--- src/rtl/ocm_stream_engine_pkg.sv ---
// rtl/ocm_stream_engine_pkg.sv - shared state encoding, transform modes and read-latency limits
package ocm_stream_engine_pkg;

    typedef enum logic [1:0] {
        S_IDLE  = 2'd0,
        S_READ  = 2'd1,
        S_DRAIN = 2'd2,
        S_DONE  = 2'd3
    } state_t;

    localparam logic [1:0] MODE_PASS = 2'd0;
    localparam logic [1:0] MODE_TERN = 2'd1;
    localparam logic [1:0] MODE_RELU = 2'd2;

    localparam int RD_LAT_MIN = 1;
    localparam int RD_LAT_MAX = 4;

endpackage

--- src/rtl/ocm_stream_engine_elem_transform.sv ---
// rtl/ocm_stream_engine_elem_transform.sv - registered per-element transform (pass / ternary / ReLU)
//
// Ports:
//   clk, rst_n   clock, asynchronous active-low reset
//   x            signed input element (IW bits)
//   mode         transform select (MODE_PASS, MODE_TERN, MODE_RELU; 3 acts as pass)
//   threshold    unsigned ternary threshold (IW bits)
//   in_valid     x is valid this cycle
//   y            registered result (OW bits), one cycle after in_valid
//   out_valid    y is valid this cycle
module elem_transform
    import ocm_stream_engine_pkg::*;
#(
    parameter int IW = 8,
    parameter int OW = 8
) (
    input  logic          clk,
    input  logic          rst_n,
    input  logic [IW-1:0] x,
    input  logic [1:0]    mode,
    input  logic [IW-1:0] threshold,
    input  logic          in_valid,
    output logic [OW-1:0] y,
    output logic          out_valid
);

    logic signed [IW-1:0] x_s;
    logic signed [IW:0]   x_ext;
    logic signed [IW:0]   thr_pos;
    logic signed [IW:0]   thr_neg;
    logic [OW-1:0]        y_d;

    // Comparisons run one bit wider than the data so that -threshold is
    // representable even when threshold is at its maximum.
    always_comb begin
        x_s     = $signed(x);
        x_ext   = $signed({x[IW-1], x});
        thr_pos = $signed({1'b0, threshold});
        thr_neg = -thr_pos;
        y_d     = OW'(x_s);
        case (mode)
            MODE_TERN: begin
                if (x_ext > thr_pos) begin
                    y_d = OW'(1);
                end else if (x_ext < thr_neg) begin
                    y_d = '1;
                end else begin
                    y_d = '0;
                end
            end
            MODE_RELU: begin
                y_d = x[IW-1] ? '0 : OW'(x_s);
            end
            default: begin
                y_d = OW'(x_s);
            end
        endcase
    end

    always_ff @(posedge clk or negedge rst_n) begin
        if (!rst_n) begin
            y         <= '0;
            out_valid <= 1'b0;
        end else begin
            out_valid <= in_valid;
            if (in_valid) begin
                y <= y_d;
            end
        end
    end

endmodule

--- src/rtl/ocm_stream_engine.sv ---
// rtl/ocm_stream_engine.sv - streams LENGTH words OCM0 -> transform -> OCM1 with busy/done/count
//
// Ports:
//   clk, rst_n            clock, asynchronous active-low reset
//   start                 one-cycle start request, honoured only in IDLE
//   length, mode,         job configuration, latched when start is accepted
//   threshold, rd_base,
//   wr_base
//   ocm0_*                OCM0 read port (address, chipselect, clock enable, read data)
//   ocm1_*                OCM1 write port (address, chipselect, clock enable, write, write data)
//   busy, done, count     status: running, completion pulse, writes completed
module ocm_stream_engine
    import ocm_stream_engine_pkg::*;
#(
    parameter int AW     = 17,
    parameter int IW     = 8,
    parameter int OW     = 8,
    parameter int RD_LAT = 1
) (
    input  logic          clk,
    input  logic          rst_n,
    input  logic          start,
    input  logic [AW:0]   length,
    input  logic [1:0]    mode,
    input  logic [IW-1:0] threshold,
    input  logic [AW-1:0] rd_base,
    input  logic [AW-1:0] wr_base,
    output logic [AW-1:0] ocm0_addr,
    output logic          ocm0_chip,
    output logic          ocm0_clk_enab,
    input  logic [IW-1:0] ocm0_readdata,
    output logic [AW-1:0] ocm1_addr,
    output logic          ocm1_chip,
    output logic          ocm1_clk_enab,
    output logic          ocm1_write,
    output logic [OW-1:0] ocm1_writedata,
    output logic          busy,
    output logic          done,
    output logic [AW:0]   count
);

    if (RD_LAT < RD_LAT_MIN || RD_LAT > RD_LAT_MAX) begin : g_bad_rd_lat
        $error("ocm_stream_engine: RD_LAT out of range");
    end

    localparam logic [AW:0] LEN_MAX = {1'b1, {AW{1'b0}}};

    state_t              state_q;
    state_t              state_d;
    logic [AW:0]         len_q;
    logic [AW:0]         len_sat;
    logic [1:0]          mode_q;
    logic [IW-1:0]       thr_q;
    logic [AW-1:0]       rd_base_q;
    logic [AW-1:0]       wr_base_q;
    logic [AW:0]         rd_idx_q;
    logic [AW-1:0]       wr_idx_q;
    logic [AW:0]         count_q;
    logic [RD_LAT-1:0]   vld_sr;
    logic                accept;
    logic                rd_fire;
    logic                wr_fire;
    logic [OW-1:0]       xf_y;

    assign len_sat = (length > LEN_MAX) ? LEN_MAX : length;
    assign accept  = (state_q == S_IDLE) && start;
    assign rd_fire = (state_q == S_READ);

    always_comb begin
        state_d = state_q;
        case (state_q)
            S_IDLE: begin
                if (start) begin
                    state_d = (length == '0) ? S_DONE : S_READ;
                end
            end
            S_READ: begin
                if (rd_idx_q == len_q - 1'b1) begin
                    state_d = S_DRAIN;
                end
            end
            // Reads are back to back, so the final write always lands in
            // DRAIN; finishing on the write count keeps this independent of RD_LAT.
            S_DRAIN: begin
                if (wr_fire && (count_q + 1'b1 == len_q)) begin
                    state_d = S_DONE;
                end
            end
            S_DONE: begin
                state_d = S_IDLE;
            end
            default: begin
                state_d = S_IDLE;
            end
        endcase
    end

    always_ff @(posedge clk or negedge rst_n) begin
        if (!rst_n) begin
            state_q   <= S_IDLE;
            len_q     <= '0;
            mode_q    <= MODE_PASS;
            thr_q     <= '0;
            rd_base_q <= '0;
            wr_base_q <= '0;
            rd_idx_q  <= '0;
            wr_idx_q  <= '0;
            count_q   <= '0;
        end else begin
            state_q <= state_d;
            if (accept) begin
                len_q     <= len_sat;
                mode_q    <= mode;
                thr_q     <= threshold;
                rd_base_q <= rd_base;
                wr_base_q <= wr_base;
                rd_idx_q  <= '0;
                wr_idx_q  <= '0;
                count_q   <= '0;
            end else begin
                if (rd_fire) begin
                    rd_idx_q <= rd_idx_q + 1'b1;
                end
                if (wr_fire) begin
                    wr_idx_q <= wr_idx_q + 1'b1;
                    count_q  <= count_q + 1'b1;
                end
            end
        end
    end

    // Bit k is set when a read issued k+1 cycles ago is outstanding; the top
    // bit lines up with that read's data on ocm0_readdata.
    always_ff @(posedge clk or negedge rst_n) begin
        if (!rst_n) begin
            vld_sr <= '0;
        end else begin
            vld_sr[0] <= rd_fire;
            for (int i = 1; i < RD_LAT; i++) begin
                vld_sr[i] <= vld_sr[i-1];
            end
        end
    end

    elem_transform #(
        .IW (IW),
        .OW (OW)
    ) u_xform (
        .clk       (clk),
        .rst_n     (rst_n),
        .x         (ocm0_readdata),
        .mode      (mode_q),
        .threshold (thr_q),
        .in_valid  (vld_sr[RD_LAT-1]),
        .y         (xf_y),
        .out_valid (wr_fire)
    );

    assign ocm0_addr      = rd_base_q + rd_idx_q[AW-1:0];
    assign ocm0_chip      = rd_fire;
    assign ocm0_clk_enab  = 1'b1;
    assign ocm1_addr      = wr_base_q + wr_idx_q;
    assign ocm1_write     = wr_fire;
    assign ocm1_chip      = wr_fire;
    assign ocm1_clk_enab  = 1'b1;
    assign ocm1_writedata = xf_y;
    assign busy           = (state_q == S_READ) || (state_q == S_DRAIN);
    assign done           = (state_q == S_DONE);
    assign count          = count_q;

endmodule

--- config.mk ---
export PLATFORM = sky130hd
export DESIGN_NAME = ocm_stream_engine
export DESIGN_NICKNAME = d
export VERILOG_FILES = /design/src/rtl/ocm_stream_engine_pkg.sv /design/src/rtl/ocm_stream_engine_elem_transform.sv /design/src/rtl/ocm_stream_engine.sv
export SDC_FILE = /design/constraint.sdc
export NUM_CORES = 1
export LEC_CHECK = 0
export ABC_AREA = 1
export CORE_MARGIN = 2
export CORE_UTILIZATION = 30
export DETAILED_ROUTE_END_ITERATION = 7
export PLACE_DENSITY_LB_ADDON = 0.3
export SETUP_SLACK_MARGIN = 0.3
export SYNTH_ARGS = -nofsm -noshare
export SYNTH_HDL_FRONTEND = slang
export SYNTH_SLANG_ARGS = --single-unit
--- constraint.sdc ---
create_clock -name clk -period 4.8 [get_ports clk]
set_input_delay 1.44 -clock clk [delete_from_list [all_inputs] [get_ports clk]]
set_output_delay 1.44 -clock clk [all_outputs]
set_load 0.05 [all_outputs]
==> key figures <==
Clock tree
  – Clk root buf: clkbuf_16
  – Clock tree buffer depth: 2
  – Cts bufs inserted: 17
  – Clock transition at path regs: 0.06 ns
  – CTS tree: done
  – Clk_lat worst skew: 0.43 ns
  – Clock sink count: 127
  – # H-tree levels: 4

Global route
  – Global-route wire length before repair: 39300 um
  – Vias in the first global route: 7819
  – Total grt overflow: 0
  – GRT Total Usage: 16.2%
  – Initial antenna violation count: 1
  – Largest net degree at the start of global routing: 104

Worst setup path
  – Maximum fanout along the worst path: 5
  – CP endpoint kind: primary output
  – CP Launch Type: flip-flop
  – WP buf/inv: 3
  – CP top delay family: buffers and inverters
  – CP cell instances: ha_1 > inv_1 > fa_1 > o21ai_2 > a21oi_1 > o21ai_2 > buf_4 > xor2_1 > dlygate4sd2_1
  – Critical path arrival: 2.89 ns
  – Required time of the critical path: 3.36 ns
  – Critical path class: flip-flop to primary output
  – Worst path most repeated cell: o21ai_2
  – Max stage delay on crit path: 0.55 ns
  – CP max-delay cell: dlygate4sd2_1

Finish
  – Commonest cells after routing, fill and taps aside: 313 x nand2_1, 125 x inv_1, 125 x dfrtp_1
  – Nets@finish: 1435
  – Diodes inserted: 0
  – Layout cell share with drive strength beyond 1: under 10%
  – Fillcell total: 2906
  – Final non-filler cell total: 1690
  – P&R area growth vs syn: 28.7%
  – Most common cell after layout, fill and taps aside: nand2_1

Route
  – Via/cell ratio: 4.75
  – Routed WL per cell: approximately 14 um
  – Drt first-iter violations: roughly 380
  – Initial DRT Pass Iterations: 5
  – Via count: 8023
  – Routed WL: about 24000 um
  – Antenna-violating nets left: 0
  – DRC: 0

Synth
  – Yosys cell types: 44
  – Warnings, synthesis: 0
  – Synth Register Bits: 127
  – Post-Syn Area: 8600 um^2
  – Sequential fraction of the synthesis area: between 30% and 40%
  – Syn Area/Cell: 7.42 um^2
  – EDFF count, synth: 0
  – Ys async rst share: between 90% and 100%
  – Cells after Synth: 1159
  – Main synth FF type: dfrtp_1

STA
  – Clock skew: around 0.013 ns
  – RSZ-0062 raised after global routing: true
  – Final Cycle Share: between 90% and 100%
  – Post-layout min period: 4.33 ns
  – Final WS setup: 0.469 ns
  – Worst-margin pin slew: 1.01 ns
  – Setup_tns: 0 ns
  – Max-slew headroom: 32.6%
  – Hold Vio Cnt, Final: 0
  – Max Slew Vio Count: 0
  – Hold_ws: 0.486 ns
  – # setup viols final: 0
  – Fmax: 231 MHz

Flow run
  – Max Cap Viol: 0

Place
  – DP Wirelength: 18400 um
  – Cells after DPL: roughly 1700
  – Placer Congestion: 0.894
  – Pre-CTS setup slack: 0.458 ns
  – Port bufs: 137

Power and ir drop
  – P_leak: between 5 and 6 nW
  – Power Dens Cells: 643 nW/um^2
  – Worst IR drop on VDD: approximately 430 uV

Min path
  – HP Class: flip-flop to flip-flop

Die
  – Core Area: 28000 um^2
  – Die height: 173 um
  – Starting Density: 30.7%
  – Site row count: 61
  – Die ar.: 30000 um^2
  – Die Wd: 173 um
  – # IOs: 140

Status
  – Status: completed
## cells by family (layout without fill, tap and decap cells)
group                      after synthesis  after routing  synth area share (%)
AOI/OAI and AO/OA                      192            192                  12.3
xor gates and xnor gates                62             62                  6.64
adders and majority gates               63             63                  9.34
buffers and inverters                  154            306                  6.85
DFF                                    127            127                  37.0
other                                    1              2                0.0436
and+or+nand+nor                        560            560                  27.9
## per-layer routing
layer  global-route usage [%]  routed length [um]  part of all wire, %
met2                     27.6               11800                   49
met3                     4.36                1290                  5.3
met5                        0                   0                    0
met4                     3.99                 394                  1.6
met1                     20.4               10800                   44
## sequential cells by signal, indices dropped and copies added (netlist names)
register / count
count: 18
u_xform.y: 8
wr_idx_q: 17
state_q: 2
rd_base_q: 17
thr_q: 8
len_q: 18
u_xform.out_valid: 1
wr_base_q: 17
vld_sr: 1
rd_idx_q: 18
mode_q: 2
## report_power, final
group / switching (mW) / total, mW / internal [mW]
combinational: 2.62 / 3.97 / 1.36
sequential: 0.353 / 1.77 / 1.42
clock: 0.539 / 1.38 / 0.840
total: 3.51 / 7.12 / 3.61
## stage by stage
| step | cell area (um^2) | util [%] | power, mW |
|---|---|---|---|
| 4_1_cts | 11000 | 39.3 | 7.18 |
| 6_report | 11100 | 39.5 | 7.12 |
| 5_1_grt | 11100 | 39.5 | 7.71 |
| 3_5_place_dp | 10400 | 37.1 | 5.78 |
| 3_3_place_gp | 10400 | 37.1 | 5.75 |
| 2_1_floorplan | 8600 | - | 4.55 |
## worst register-to-register path, stage by stage (launching register included)
cell,delay (ns)
dfrtp_1,0.40
nor3_1,0.34
nand3_1,0.19
nor3_1,0.22
xor2_1,0.20
ha_1,0.25
nand2_1,0.09
nor2_1,0.05
nand3_1,0.06
o2111ai_1,0.11
nand2_1,0.07
o2111ai_1,0.12
nand2b_1,0.28
a21oi_1,0.19
## worst paths after layout
kind,startpoint,slack [ns],to,cells past startpoint
min in group asynchronous,rst_n,1.15,wr_base_q[5],1
hold reg to reg,rd_base_q[4],0.49,rd_base_q[4],2
hold / removal,rd_base_q[4],0.49,rd_base_q[4],2
setup / recovery,wr_idx_q[0],0.47,ocm1_addr[8],9
max in group asynchronous,rst_n,2.78,len_q[7],2
setup reg to reg,thr_q[2],2.15,u_xform.y[2],13
## cell usage after synthesis, drive strengths merged, types with 5 or more instances
library cell  number  share of area, %
a21oi             80               4.7
clkbuf            22              0.96
dfrtp            127                37
ha                61               8.9
inv              128               5.6
nand2            315                14
nand3             83               5.0
nand4             16               1.2
nor2             107               5.1
nor3              26               1.8
nor4               5              0.36
o21ai             72               4.3
o22ai             13              0.95
o31ai              5              0.44
xnor2             24               2.4
xor2              36               3.7
## layout make-up
cell class                      instances  area (um^2)  share of cell area (%)
Clock buffer                           18          439                    3.97
Tap cell                              378          473                    4.28
Multi-Input combinational cell        879         4870                    44.1
Timing Repair Buffer                  146         1440                    13.0
Sequential cell                       127         3180                    28.7
Inverter                              128          482                    4.35
Clock inverter                         14          179                    1.62
## repair_timing
item                       in CTS  in global routing
pin swaps                       0                  3
setup endpoints to repair      11                 15
setup buffers                   0                  4
hold buffers                    0                  0
resized for setup              12                 21
(Power assumes the default switching activity.)
